$ cat config.mk
export PLATFORM = sky130hd
export DESIGN_NAME = bin_to_bcd_seq
export DESIGN_NICKNAME = d
export VERILOG_FILES = /design/src/rtl/bin_to_bcd_seq.sv
export SDC_FILE = /design/constraint.sdc
export NUM_CORES = 1
export LEC_CHECK = 0
export ABC_AREA = 0
export BUFFER_PORTS_ARGS = -buffer_cell sky130_fd_sc_hd__buf_4
export CORE_AREA = 2 2 85 87
export DETAILED_ROUTE_END_ITERATION = 16
export DIE_AREA = 0 0 87 89
export MAX_ROUTING_LAYER = met4
export SYNTH_ARGS = -nofsm -noshare
export SYNTH_HDL_FRONTEND = slang
export SYNTH_SLANG_ARGS = --single-unit
$ cat constraint.sdc
create_clock -name clk -period 2.9 [get_ports clk]
set_clock_uncertainty 0.1 [all_clocks]
set_input_delay 0.145 -clock clk [delete_from_list [all_inputs] [get_ports clk]]
set_output_delay 0.145 -clock clk [all_outputs]
set_load 0.01 [all_outputs]
$ cat src/rtl/bin_to_bcd_seq.sv
// Sequential 14-bit binary to 4-digit packed BCD converter.
// Uses iterative double-dabble, one bit per clock, with optional saturation above 9999.
module bin_to_bcd_seq #(
    parameter int SATURATE = 1
) (
    input  logic        clk,
    input  logic        rst,
    input  logic        start,
    input  logic [13:0] bin_in,
    output logic [15:0] bcd_out,
    output logic        busy,
    output logic        done,
    output logic        overflow
);

    typedef enum logic [1:0] {
        S_IDLE = 2'd0,
        S_CONV = 2'd1,
        S_DONE = 2'd2
    } state_t;

    state_t      state_q, state_d;
    logic [19:0] scratch_q, scratch_d;
    logic [19:0] scratch_adj_s;
    logic [13:0] shreg_q, shreg_d;
    logic [3:0]  cnt_q, cnt_d;
    logic        ovf_pend_q, ovf_pend_d;
    logic [15:0] bcd_q, bcd_d;
    logic        busy_q, busy_d;
    logic        done_q, done_d;
    logic        overflow_q, overflow_d;

    function automatic logic [3:0] add3(input logic [3:0] digit);
        if (digit >= 4'd5) begin
            return digit + 4'd3;
        end else begin
            return digit;
        end
    endfunction

    // Pre-shift correction of every scratch digit
    always_comb begin
        scratch_adj_s = scratch_q;
        for (int i = 0; i < 5; i++) begin
            scratch_adj_s[4*i +: 4] = add3(scratch_q[4*i +: 4]);
        end
    end

    // Next-state and next-output logic
    always_comb begin
        state_d    = state_q;
        scratch_d  = scratch_q;
        shreg_d    = shreg_q;
        cnt_d      = cnt_q;
        ovf_pend_d = ovf_pend_q;
        bcd_d      = bcd_q;
        overflow_d = overflow_q;
        busy_d     = 1'b0;
        done_d     = 1'b0;
        case (state_q)
            S_IDLE: begin
                if (start) begin
                    shreg_d    = bin_in;
                    scratch_d  = 20'd0;
                    cnt_d      = 4'd0;
                    ovf_pend_d = (bin_in > 14'd9999);
                    busy_d     = 1'b1;
                    state_d    = S_CONV;
                end else begin
                    state_d    = S_IDLE;
                end
            end
            S_CONV: begin
                scratch_d = (scratch_adj_s << 1) | {19'd0, shreg_q[13]};
                shreg_d   = shreg_q << 1;
                cnt_d     = cnt_q + 4'd1;
                if (cnt_q == 4'd13) begin
                    state_d    = S_DONE;
                    done_d     = 1'b1;
                    overflow_d = ovf_pend_q;
                    // Ten-thousands digit is dropped; saturation replaces it entirely
                    if ((SATURATE != 0) && ovf_pend_q) begin
                        bcd_d = 16'h9999;
                    end else begin
                        bcd_d = scratch_d[15:0];
                    end
                end else begin
                    busy_d = 1'b1;
                end
            end
            S_DONE: begin
                state_d = S_IDLE;
            end
            default: begin
                state_d = S_IDLE;
            end
        endcase
    end

    // State and output registers with synchronous reset
    always_ff @(posedge clk) begin
        if (rst) begin
            state_q    <= S_IDLE;
            scratch_q  <= 20'd0;
            shreg_q    <= 14'd0;
            cnt_q      <= 4'd0;
            ovf_pend_q <= 1'b0;
            bcd_q      <= 16'h0000;
            busy_q     <= 1'b0;
            done_q     <= 1'b0;
            overflow_q <= 1'b0;
        end else begin
            state_q    <= state_d;
            scratch_q  <= scratch_d;
            shreg_q    <= shreg_d;
            cnt_q      <= cnt_d;
            ovf_pend_q <= ovf_pend_d;
            bcd_q      <= bcd_d;
            busy_q     <= busy_d;
            done_q     <= done_d;
            overflow_q <= overflow_d;
        end
    end

    assign bcd_out  = bcd_q;
    assign busy     = busy_q;
    assign done     = done_q;
    assign overflow = overflow_q;

endmodule

Yosys cells after proc, flatten, opt, wreduce, memory -nomap -nowiden:

Index checks and enable logic that the tools add are counted.

* logic and storage cells: 52
* bits of input ports: 17
* flip-flop bits (word level): 60

* add/sub/neg operators: 6
* bitwise gates (word level): 2
* reduce and logical (&&, ||, !) cells: 6
* magnitude comparators: 6
* multiplexer cells: 19
* equal/unequal tests: 4

Operator list (number)
* $pmux 20 s2: 1
* $pmux 14 s2: 1
* $ge 4x3->1 const B: 5
* $mux 20: 1
* $mux 4: 5
* $or 20x1->20: 1
* $add 4x2->4 const B: 4
* $mux 16: 1
* $gt 14x14->1 const B: 1
* $mux 14: 1
* $pmux 4 s2: 1
* $reduce_and 2->1: 3
* $add 4x1->4 const B: 1
* $eq 4x4->1 const B: 1
* $mux 1: 4
* $ne 2x2->1 const B: 2
* $pmux 2 s2: 1
* $add 3x2->3 const B: 1
* $mux 3: 1
* $eq 2x1->1 const B: 1
* $logic_not 2->1: 1
* $mux 2: 1
* $pmux 1 s2: 1
* $reduce_bool 2->1: 1
* other kinds (2): 2

Logic depth before layout (Yosys ltp):

Gate-level depths: netlist of run 1.

* word-level depth: 4
* mapped depth: 8
* gate-level depth less buffers: 6

Worst setup path before layout of run 1:

OpenSTA, ideal clock, no wires.

* path kind: reg2reg
* start point: register state_q[1]
* end point: register bcd_q[13] (netlist: bcd_out[13])
* setup time: 0.067 ns
* slack: 1.161 ns
* stages on the path, launching flop included: 9
* arrival: 1.572 ns
* path buffers: 4
* path through: dfxtp_1 -> buf_6 -> nand2b_4 -> buf_6 -> or2_1 -> buf_6 -> or3_1 -> buf_6 -> o21ai_2

* word-level cells in the longest chain between the ends: 2

RTL lines
* start: declaration: RTL line 22 `state_t state_q, state_d;`
* start signal: assignment: RTL line 113 `state_q <= state_d;`
* $eq 2x1->1: RTL line 60 `case (state_q)`
* $reduce_and 2->1 (no source line)
* end signal: assignment: RTL line 108 `bcd_q <= 16'h0000;`
* end signal: assignment: RTL line 118 `bcd_q <= bcd_d;`
* end: declaration: RTL line 28 `logic [15:0] bcd_q, bcd_d;`

Every way passes these cells.
A chain may end at the register's enable or synchronous reset.

Final worst setup path of run 1:

* start point: register cnt_q[0]
* end point: register bcd_q[6] (netlist: bcd_out[6])

* word-level cells in the longest chain between the ends: 2

RTL lines
* start: declaration: RTL line 26 `logic [3:0] cnt_q, cnt_d;`
* start signal: assignment: RTL line 116 `cnt_q <= cnt_d;`
* $eq 4x4->1: RTL line 77 `if (cnt_q == 4'd13) begin`
* $reduce_and 2->1 (no source line)

Every way passes these cells.

==> out/metrics.csv, run 1 <==
stage,metric,value,unit
power,Leak Pwr,1.18,nW
routing,DRC,0,
clocking,clk slew on worst S/H paths,0.11,ns
hold_path,min-delay worst type,primary input to register,
global_route,initial antenna violation count,0,
power,Pwr Density,455,mW/mm2
clocking,CTS HTree Levels,2,
yosys,top cell type by total area after synthesis,dfxtp_1,
finish,Area Overhead vs Synth,15.5,%
clocking,Clock Tree Buf Depth,2,
critical_path,critical path arrival,2.11,ns
sta,Rel. slew slack,58.5,%
yosys,register area share after synthesis,42.5,%
clocking,# resized after CTS,0,
placed_design,Place WS,0.925,ns
yosys,post-synth cell types,34,
yosys,"EDFF count, synth",0,
hold_path,hold depth,3,
global_route,Total GRT Usage,17.7,%
sta,Final Setup Violations,0,
critical_path,Worst setup SP type,register,
critical_path,CP max FO,8,
clocking,clock latency at the later pin of the worst-skew pair,0.31,ns
yosys,synthesized area per cell,8.38,um2
placed_design,dpl hpwl,4210,um
clocking,hold_buf cts,0,
clocking,clk sink count,56,
global_route,number of global-route vias before repair,2167,
sta,RSZ-0062 raised after global routing,false,
critical_path,Setup CP Type,register to register,
yosys,Mapped Cells,315,
global_route,largest net degree at the start of global routing,50,
placed_design,Routability Congestion,0.823,
sta,fmax,508,MHz
yosys,post-synthesis cell area,0.00264,mm2
sta,"Min Clock Period, post-route",1.97,ns
routing,drt initial violations,130,
yosys,top-area cell type share of the netlist area,42.5,%
sta,Slew Limit Fails,0,
yosys,"FFs w/ async S/R, synth",0,%
clocking,CTS tree,built,
routing,ANT nets after route,0,
global_route,first-pass GRT wire length,10400,um
yosys,Syn. warnings,0,
job,Max-Cap Viols,0,
sta,fin crit share,67.8,%
yosys,post-synth net total,342,
floorplanning,Ports,36,
floorplanning,Initial Util,39.3,%
finish,layout cells sized above 1,20.9,%
clocking,setup bufs post-CTS,0,
placed_design,PortBufs,35,
critical_path,Worst EP required,3.04,ns
sta,final worst setup slack,0.932,ns
yosys,Yosys reg bits,56,
critical_path,Setup crit end kind,register,
sta,Setup TNS,0,ns
power,Pwr Total,1.39,mW
routing,Avg WL per Cell,14.4,um
status,status,finished clean,
floorplanning,Rows,30,
finish,Ant. Diodes,0,
critical_path,Reg2Reg Depth,5,
finish,Nets,371,
clocking,CTS buffer count,5,
routing,WL final,6140,um
routing,via/cell ratio,5.30,
finish,post-layout util,45.4,%
yosys,largest family of logic cells by synthesized area,compound AO/OA/AOI/OAI gates,
sta,Min Hold Slack,0.00351,ns
sta,pin slew with the least headroom to its limit,0.620,ns
routing,routed vias,2254,
yosys,Post-Synth Simple-Gate Area,21.0,%
global_route,gr ovfl total,0,
yosys,multiplexer area fraction after synthesis,2.56,%
yosys,XOR/XNOR share of the synthesized area,1.33,%
clocking,CTS Root Cell,clkbuf_8,
power,peak supply drop,0.210,mV
floorplanning,Die Y,89,um
yosys,adder-cell share of the synthesized area,4.74,%
floorplanning,Chip Width,87,um
yosys,predominant post-synthesis flop cell,dfxtp_1,
routing,Pre-antenna DRT Iters,4,
floorplanning,die area,0.00774,mm2
yosys,post-synthesis compound-gate area fraction,21.0,%
sta,final hold vios,0,
yosys,dominant cells by area after synthesis,"dfxtp_1 (42%), nor2_1 (6.8%), ha_1 (4.7%)",
floorplanning,placeable core region,0.00672,mm2
## flip-flops by register name (all words and copies together), names as in the netlist, 2 cells and up
register / flops
bcd_out: 16
cnt_q: 4
scratch_q: 16
shreg_q: 14
state_q: 2
## layer usage
layer  up-vias  part of all wire [%]  global-route usage, %
li1       1141                     -                      -
met1      1058                    48                   22.7
met2        48                    47                   29.3
met3         7                   3.7                   2.77
met4         0                   1.2                   4.69
met5         -                     0                      -
## path summary, 6_finish.rpt
check / from / slack, ns / to
worst max register to register: cnt_q[0]$_SDFFE_PP0P_ / 0.93 / bcd_out[6]$_SDFFE_PP0P_
worst min-delay path: bin_in[13] / 0.004 / ovf_pend_q$_SDFFE_PP0P_
worst min register to register: overflow$_SDFFE_PP0P_ / 0.36 / overflow$_SDFFE_PP0P_
worst max-delay path: cnt_q[0]$_SDFFE_PP0P_ / 0.93 / bcd_out[6]$_SDFFE_PP0P_
## cell type report
cell class / instances / area, um2
inverter: 19 / 71.3
multi-input combinational: 219 / 1340
fill: 676 / 3670
tap: 80 / 100
sequential: 56 / 1120
clock inverter: 3 / 27.5
clock buffer: 5 / 68.8
timing repair buffer: 43 / 323
## placed cells by master (no fill, tap or decap), types with 3 or more instances in the layout
cell,n
a2111oi_0,6
a211oi_1,3
a21oi_1,23
a22oi_1,8
buf_4,43
clkbuf_8,5
dfxtp_1,56
ha_1,10
inv_1,18
mux2_2,6
nand2_1,17
nand2b_1,10
nand3_1,3
nand3b_1,8
nor2_1,48
nor2b_1,7
nor3_1,12
nor3b_1,3
o21ai_0,21
o21ai_2,8
o221a_2,5
o22ai_1,8
xnor2_1,4
## Yosys cell counts (10+ instances only)
master and count:
nor2_1 48, nand2_1 17, o21ai_0 21, inv_1 18
nor3_1 12, nand2b_1 10, clkbuf_1 14, dfxtp_1 56
ha_1 10, a21oi_1 23
## critical path, cell delays in order, from the launching register on
cell and delay [ns]:
dfxtp_1 0.41, ha_1 0.17, nand3_1 0.11, or2_1 0.34, or3_1 0.57, o21ai_2 0.20
## power by group
group,switching (mW),internal [mW]
Clock,0.278,0.178
Combinational,0.0689,0.0541
Sequential,0.0185,0.791
Total,0.365,1.02
## stage by stage
stage / area [um2] / std cells
floorplan: 2640 / 315
global placement: 2950 / 417
detailed placement: 2950 / 417
CTS: 3050 / 425
global route: 3050 / 425
finish: 3050 / 425
## kinds of logic (layout without fill, tap and decap cells)
| logic type | after synthesis | in the layout |
|---|---|---|
| and+or+nand+nor | 114 | 114 |
| DFF | 56 | 56 |
| buffers and inverters | 40 | 70 |
| adders and majority gates | 10 | 10 |
| xor gates and xnor gates | 4 | 4 |
| muxes | 6 | 6 |
| AOI/OAI and AO/OA | 85 | 85 |
(Power assumes the default switching activity.)
==> run 2: changes to the inputs <==
ABC_AREA = 1   (was 0)
CORE_AREA = 2 2 84 86   (was 2 2 85 87)
DIE_AREA = 0 0 86 88   (was 0 0 87 89)
clock period = 1.98 ns   (was 2.9 ns; I/O delays follow)
==> out/metrics.csv, run 2 <==
stage,metric,value,unit,change
global_route,largest net degree at the start of global routing,42,,-16%
critical_path,critical path arrival,1.70,ns,-0.41 ns
sta,pin slew with the least headroom to its limit,0.519,ns,-0.100 ns
sta,Setup TNS,0,ns,unchanged
global_route,initial antenna violation count,0,,unchanged
yosys,Syn. warnings,0,,unchanged
floorplanning,Ports,36,,unchanged
global_route,Total GRT Usage,16.8,%,-0.96 points
finish,filler instances,690,,+2.1%
finish,register area,0.00112,mm2,unchanged
global_route,first-pass GRT wire length,9870,um,-5.4%
sta,Final Setup Violations,0,,unchanged
yosys,top cell type by total area after synthesis,dfxtp_1,,
routing,Avg WL per Cell,11.9,um,-18%
critical_path,Setup crit end kind,register,,
floorplanning,Initial Util,39.5,%,+0.16 points
sta,final hold vios,0,,unchanged
yosys,Yosys reg bits,56,,unchanged
finish,post-layout util,48.1,%,+2.7 points
yosys,commonest cells in the synthesized netlist,"nand2_1 (124), dfxtp_1 (56), inv_1 (35)",,
yosys,register area share after synthesis,42.8,%,+0.30 points
placed_design,DP Area,0.00299,mm2,+1.3%
job,Max-Cap Viols,0,,unchanged
hold_path,min-delay worst type,primary input to register,,
finish,Area Overhead vs Synth,21.8,%,
floorplanning,placeable core region,0.00664,mm2,-1.1%
yosys,top-count cell post-synth,nand2_1,,
global_route,number of global-route vias before repair,2216,,+2.3%
yosys,predominant post-synthesis flop cell,dfxtp_1,,
critical_path,Setup CP Type,register to register,,
routing,WL final,5900,um,-4.0%
status,status,finished clean,,
critical_path,Worst EP required,2.12,ns,-0.92 ns
routing,Pre-antenna DRT Iters,4,,unchanged
power,Leak Pwr,1.36,nW,+16%
finish,most frequent cells in the layout,"nand2_1 (124), dfxtp_1 (56), buf_4 (38)",,
placed_design,Routability Congestion,0.802,,-2.5%
yosys,synthesized area per cell,7.08,um2,-15%
yosys,dominant cells by area after synthesis,"dfxtp_1 (43%), nand2_1 (18%), a21oi_1 (6.5%)",,
placed_design,PortBufs,35,,unchanged
floorplanning,Rows,30,,unchanged
sta,Rel. slew slack,65.3,%,+6.8 points
clocking,clock latency at the later pin of the worst-skew pair,0.31,ns,about the same
sta,RSZ-0062 raised after global routing,false,,
finish,layout cells sized above 1,14.5,%,-6.4 points
routing,DRC,0,,unchanged
clocking,CTS tree,built,,
yosys,Mapped Cells,370,,+17%
clocking,setup bufs post-CTS,0,,unchanged
yosys,post-synth cell types,23,,-32%
routing,via/cell ratio,4.92,,-7.2%
routing,drt initial violations,124,,-4.6%
sta,fmax,641,MHz,+26%
clocking,CTS Root Cell,clkbuf_8,,
finish,Finished Cell Area,0.00319,mm2,+4.7%
yosys,post-synth net total,397,,+16%
critical_path,CP max FO,13,,+5
yosys,"EDFF count, synth",0,,unchanged
yosys,post-synthesis cell area,0.00262,mm2,-0.71%
global_route,gr ovfl total,0,,unchanged
floorplanning,Die Y,88,um,-1.1%
routing,ANT nets after route,0,,unchanged
clocking,Clock Tree Buf Depth,2,,unchanged
power,Pwr Density,614,mW/mm2,+35%
finish,Ant. Diodes,0,,unchanged
finish,"most common cell after layout, fill and taps aside",nand2_1,,
critical_path,Worst setup SP type,register,,
finish,Nets,442,,+19%
sta,Slew Limit Fails,0,,unchanged
finish,multi-input logic area,0.00129,mm2,-3.9%
yosys,top-area cell type share of the netlist area,42.8,%,+0.30 points
placed_design,dpl hpwl,3990,um,-5.2%
clocking,CTS HTree Levels,2,,unchanged
routing,routed vias,2435,,+8.0%
sta,"Min Clock Period, post-route",1.56,ns,-0.407 ns
clocking,clk sink count,56,,unchanged
sta,fin crit share,78.8,%,+11 points
floorplanning,Chip Width,86,um,-1.1%
clocking,CTS buffer count,5,,unchanged
power,peak supply drop,0.294,mV,+40%
clocking,clk slew on worst S/H paths,0.10,ns,about the same
yosys,"FFs w/ async S/R, synth",0,%,unchanged
floorplanning,die area,0.00757,mm2,-2.3%
[run 2: per-stage QoR]
stage          worst slack (ns)  power, mW  hold WS (ns)  cells
3_5_place_dp              0.443       1.37         0.279    476
4_1_cts                   0.415       1.99       0.00372    495
2_1_floorplan             0.558       1.30         0.147    370
6_report                  0.419       1.96      0.000707    495
5_1_grt                   0.245       2.06        0.0451    495
3_3_place_gp              0.475       1.37         0.273    476
[run 2: kinds of logic after synthesis]
group | synth area share (%)
compound gates | 12.1
fa+ha+maj | 4.77
buf+inv | 8.16
flops | 42.8
simple gates | 32.2
[run 2: path summary, 6_finish.rpt]
| path | start | end | slack [ns] | depth (start not counted) |
|---|---|---|---|---|
| max | cnt_q[0]$_SDFFE_PP0P_ | bcd_out[9]$_SDFFE_PP0P_ | 0.42 | 6 |
| min | bin_in[9] | shreg_q[9]$_SDFFE_PP0P_ | 0.0007 | 5 |
| max reg2reg | cnt_q[0]$_SDFFE_PP0P_ | bcd_out[9]$_SDFFE_PP0P_ | 0.42 | 6 |
| min reg2reg | scratch_q[15]$_SDFFE_PP0P_ | scratch_q[15]$_SDFFE_PP0P_ | 0.37 | 2 |
[run 2: layer usage]
metal  vias up  GRT usage (%)  routed length [um]
met4         0           4.76                  78
met5         -              -                   0
li1       1283              -                   -
met2        36           28.3                2870
met3         9           3.11                 169
met1      1107           20.5                2780
[run 2: final cells by class]
cell class	instances	area share [%]
clock inverters	2	0.392
inverters	37	4.35
multi-input cells	262	40.3
repair buffers	53	14.6
clock buffers	5	2.16
flip-flops and latches	56	35.1
well taps	80	3.13
[run 2: timing repair]
item | in CTS | in global routing
hold buffers | 12 | 0
hold endpoints to repair | 12 | 0
setup endpoints to repair | 0 | 0
gates resized for setup | 0 | 0
[run 2: report_power, final]
part / internal [mW] / switching, mW
sequential: 1.15 / 0.0174
clock: 0.240 / 0.357
combinational: 0.0839 / 0.108
total: 1.48 / 0.483
[run 2: worst max-delay path, stage by stage (launching register included)]
cell	delay, ns
dfxtp_1	0.41
ha_1	0.18
nand3_2	0.14
nor3_4	0.27
buf_12	0.18
nand3_1	0.07
a21oi_1	0.13
==> run 3: changes to the inputs <==
ABC_AREA = 0   (was 1)
CORE_AREA = 2 2 85 87   (was 2 2 84 86)
DIE_AREA = 0 0 87 89   (was 0 0 86 88)
clock period = 1.5 ns   (was 1.98 ns; I/O delays follow)
==> out/metrics.csv, run 3 (synthesized netlist as in run 1, its figures left out) <==
stage,metric,value,unit,change
status,status,"complete, but fails checks",,
status,failing checks,setup timing,,
finish,Area Overhead vs Synth,38.1,%,
routing,drt initial violations,111,,-10%
finish,Finished Cell Area,0.00365,mm2,+14%
clocking,CTS buffer count,5,,unchanged
power,Leak Pwr,1.45,nW,+6.5%
global_route,largest net degree at the start of global routing,23,,-45%
finish,filler instances,640,,-7.2%
finish,most frequent cells in the layout,"buf_4 (69), dfxtp_1 (47), nor2_1 (45)",,
sta,fmax,626,MHz,-2.3%
finish,"most common cell after layout, fill and taps aside",buf_4,,
sta,RSZ-0062 raised after global routing,true,,
floorplanning,Die Y,89,um,+1.1%
placed_design,dpl hpwl,4380,um,+9.8%
clocking,CTS Root Cell,clkbuf_8,,
critical_path,Worst EP required,1.66,ns,-0.46 ns
sta,final hold vios,0,,unchanged
power,peak supply drop,0.501,mV,+71%
routing,via/cell ratio,5.17,,+5.1%
sta,Min Hold Slack,0.0220,ns,+0.0213 ns
finish,Ant. Diodes,0,,unchanged
sta,"Min Clock Period, post-route",1.60,ns,+0.0372 ns
routing,Pre-antenna DRT Iters,4,,unchanged
global_route,gr ovfl total,0,,unchanged
floorplanning,Rows,30,,unchanged
routing,DRC,0,,unchanged
floorplanning,placeable core region,0.00672,mm2,+1.1%
critical_path,Setup crit end kind,register,,
clocking,Clock Tree Buf Depth,2,,unchanged
floorplanning,Initial Util,39.3,%,-0.16 points
critical_path,CP max FO,4,,-9
critical_path,Worst setup SP type,register,,
power,Pwr Density,799,mW/mm2,+30%
sta,Slew Limit Fails,0,,unchanged
sta,Final Setup Violations,8,,+8
job,Max-Cap Viols,0,,unchanged
clocking,CTS tree,built,,
placed_design,Place WS,-0.134,ns,-0.577 ns
floorplanning,die area,0.00774,mm2,+2.3%
routing,WL final,6480,um,+10%
clocking,CTS HTree Levels,2,,unchanged
sta,pin slew with the least headroom to its limit,0.421,ns,-0.0981 ns
finish,multi-input logic area,0.00161,mm2,+25%
global_route,initial antenna violation count,0,,unchanged
hold_path,min-delay worst type,primary input to register,,
power,Pwr Total,2.91,mW,+49%
finish,layout cells sized above 1,40.9,%,+26 points
critical_path,critical path arrival,1.75,ns,+0.05 ns
critical_path,Setup CP Type,register to register,,
global_route,number of global-route vias before repair,2292,,+3.4%
global_route,Total GRT Usage,17.9,%,+1.1 points
clocking,clock latency at the later pin of the worst-skew pair,0.31,ns,about the same
routing,ANT nets after route,0,,unchanged
routing,routed vias,2372,,-2.6%
floorplanning,Chip Width,87,um,+1.2%
floorplanning,Ports,36,,unchanged
sta,final worst setup slack,-0.0978,ns,-0.517 ns
sta,Rel. slew slack,71.6,%,+6.3 points
routing,Avg WL per Cell,14.1,um,+19%
finish,Nets,405,,-8.4%
finish,register area,0.00113,mm2,+1.0%
placed_design,PortBufs,35,,unchanged
finish,post-layout util,54.3,%,+6.2 points
clocking,clk sink count,56,,unchanged
clocking,clk slew on worst S/H paths,0.10,ns,about the same
placed_design,Routability Congestion,0.829,,+3.4%
sta,fin crit share,107,%,+28 points
placed_design,DP Area,0.00318,mm2,+6.1%
global_route,first-pass GRT wire length,10800,um,+9.3%
run 3: cell count changes in the layout (fill, tap and decap cells not counted), sizes merged, moves of 15 or more:
cell | before | now
nor2 | 19 | 48
nand2 | 125 | 17
o21ai | 14 | 29
buf | 41 | 74
inv | 37 | 18
nand3 | 38 | 3
run 3: what timing repair did:
item	in CTS	in global routing
resized for setup	38	44
hold buffers	3	0
setup buffers	3	1
endpoints found under the hold margin	10	0
cloned	1	0
endpoints found under the setup margin	23	34
pin swaps	6	10
run 3: per-layer routing:
metal	part of all wire (%)	global-route usage, %
met5	0	-
met4	1.3	6.11
met3	2.9	2.95
met2	47	28.1
met1	48	23.3
run 3: final cells by class:
cell class                 instances  area share (%)
sequential                        56            31.1
clock inverter                     2            1.06
clock buffer                       6            2.26
timing repair buffer              77            16.6
multi-input combinational        219            44.3
inverter                          19            2.02
tap                               80            2.75
run 3: power breakdown:
part / switching [mW] / internal, mW / total [mW]
sequential: 0.0338 / 1.53 / 1.56
combinational: 0.155 / 0.142 / 0.297
clock: 0.505 / 0.547 / 1.05
run 3: critical path, stage by stage, from the launching register on:
cell     delay, ns
dfxtp_2       0.33
inv_2         0.06
ha_4          0.12
nand3_2       0.07
or2_1         0.22
or3_4         0.39
buf_6         0.14
o21ai_2       0.11
run 3: final timing paths:
path                            slack (ns)                 endpoint  depth (start not counted)                   from
worst min register to register        0.37    overflow$_SDFFE_PP0P_                          2  overflow$_SDFFE_PP0P_
worst max-delay path                  -0.1  bcd_out[2]$_SDFFE_PP0P_                          7  cnt_q[1]$_SDFFE_PP0P_
worst min-delay path                  0.02  shreg_q[6]$_SDFFE_PP0P_                          3              bin_in[6]
worst max register to register        -0.1  bcd_out[2]$_SDFFE_PP0P_                          7  cnt_q[1]$_SDFFE_PP0P_
run 3: metrics by stage:
step	instances	setup TNS, ns
global placement	443	-1.16
detailed placement	443	-1.40
finish	459	-0.645
floorplan	315	-1.87
global route	459	-1.61
CTS	458	-0.731
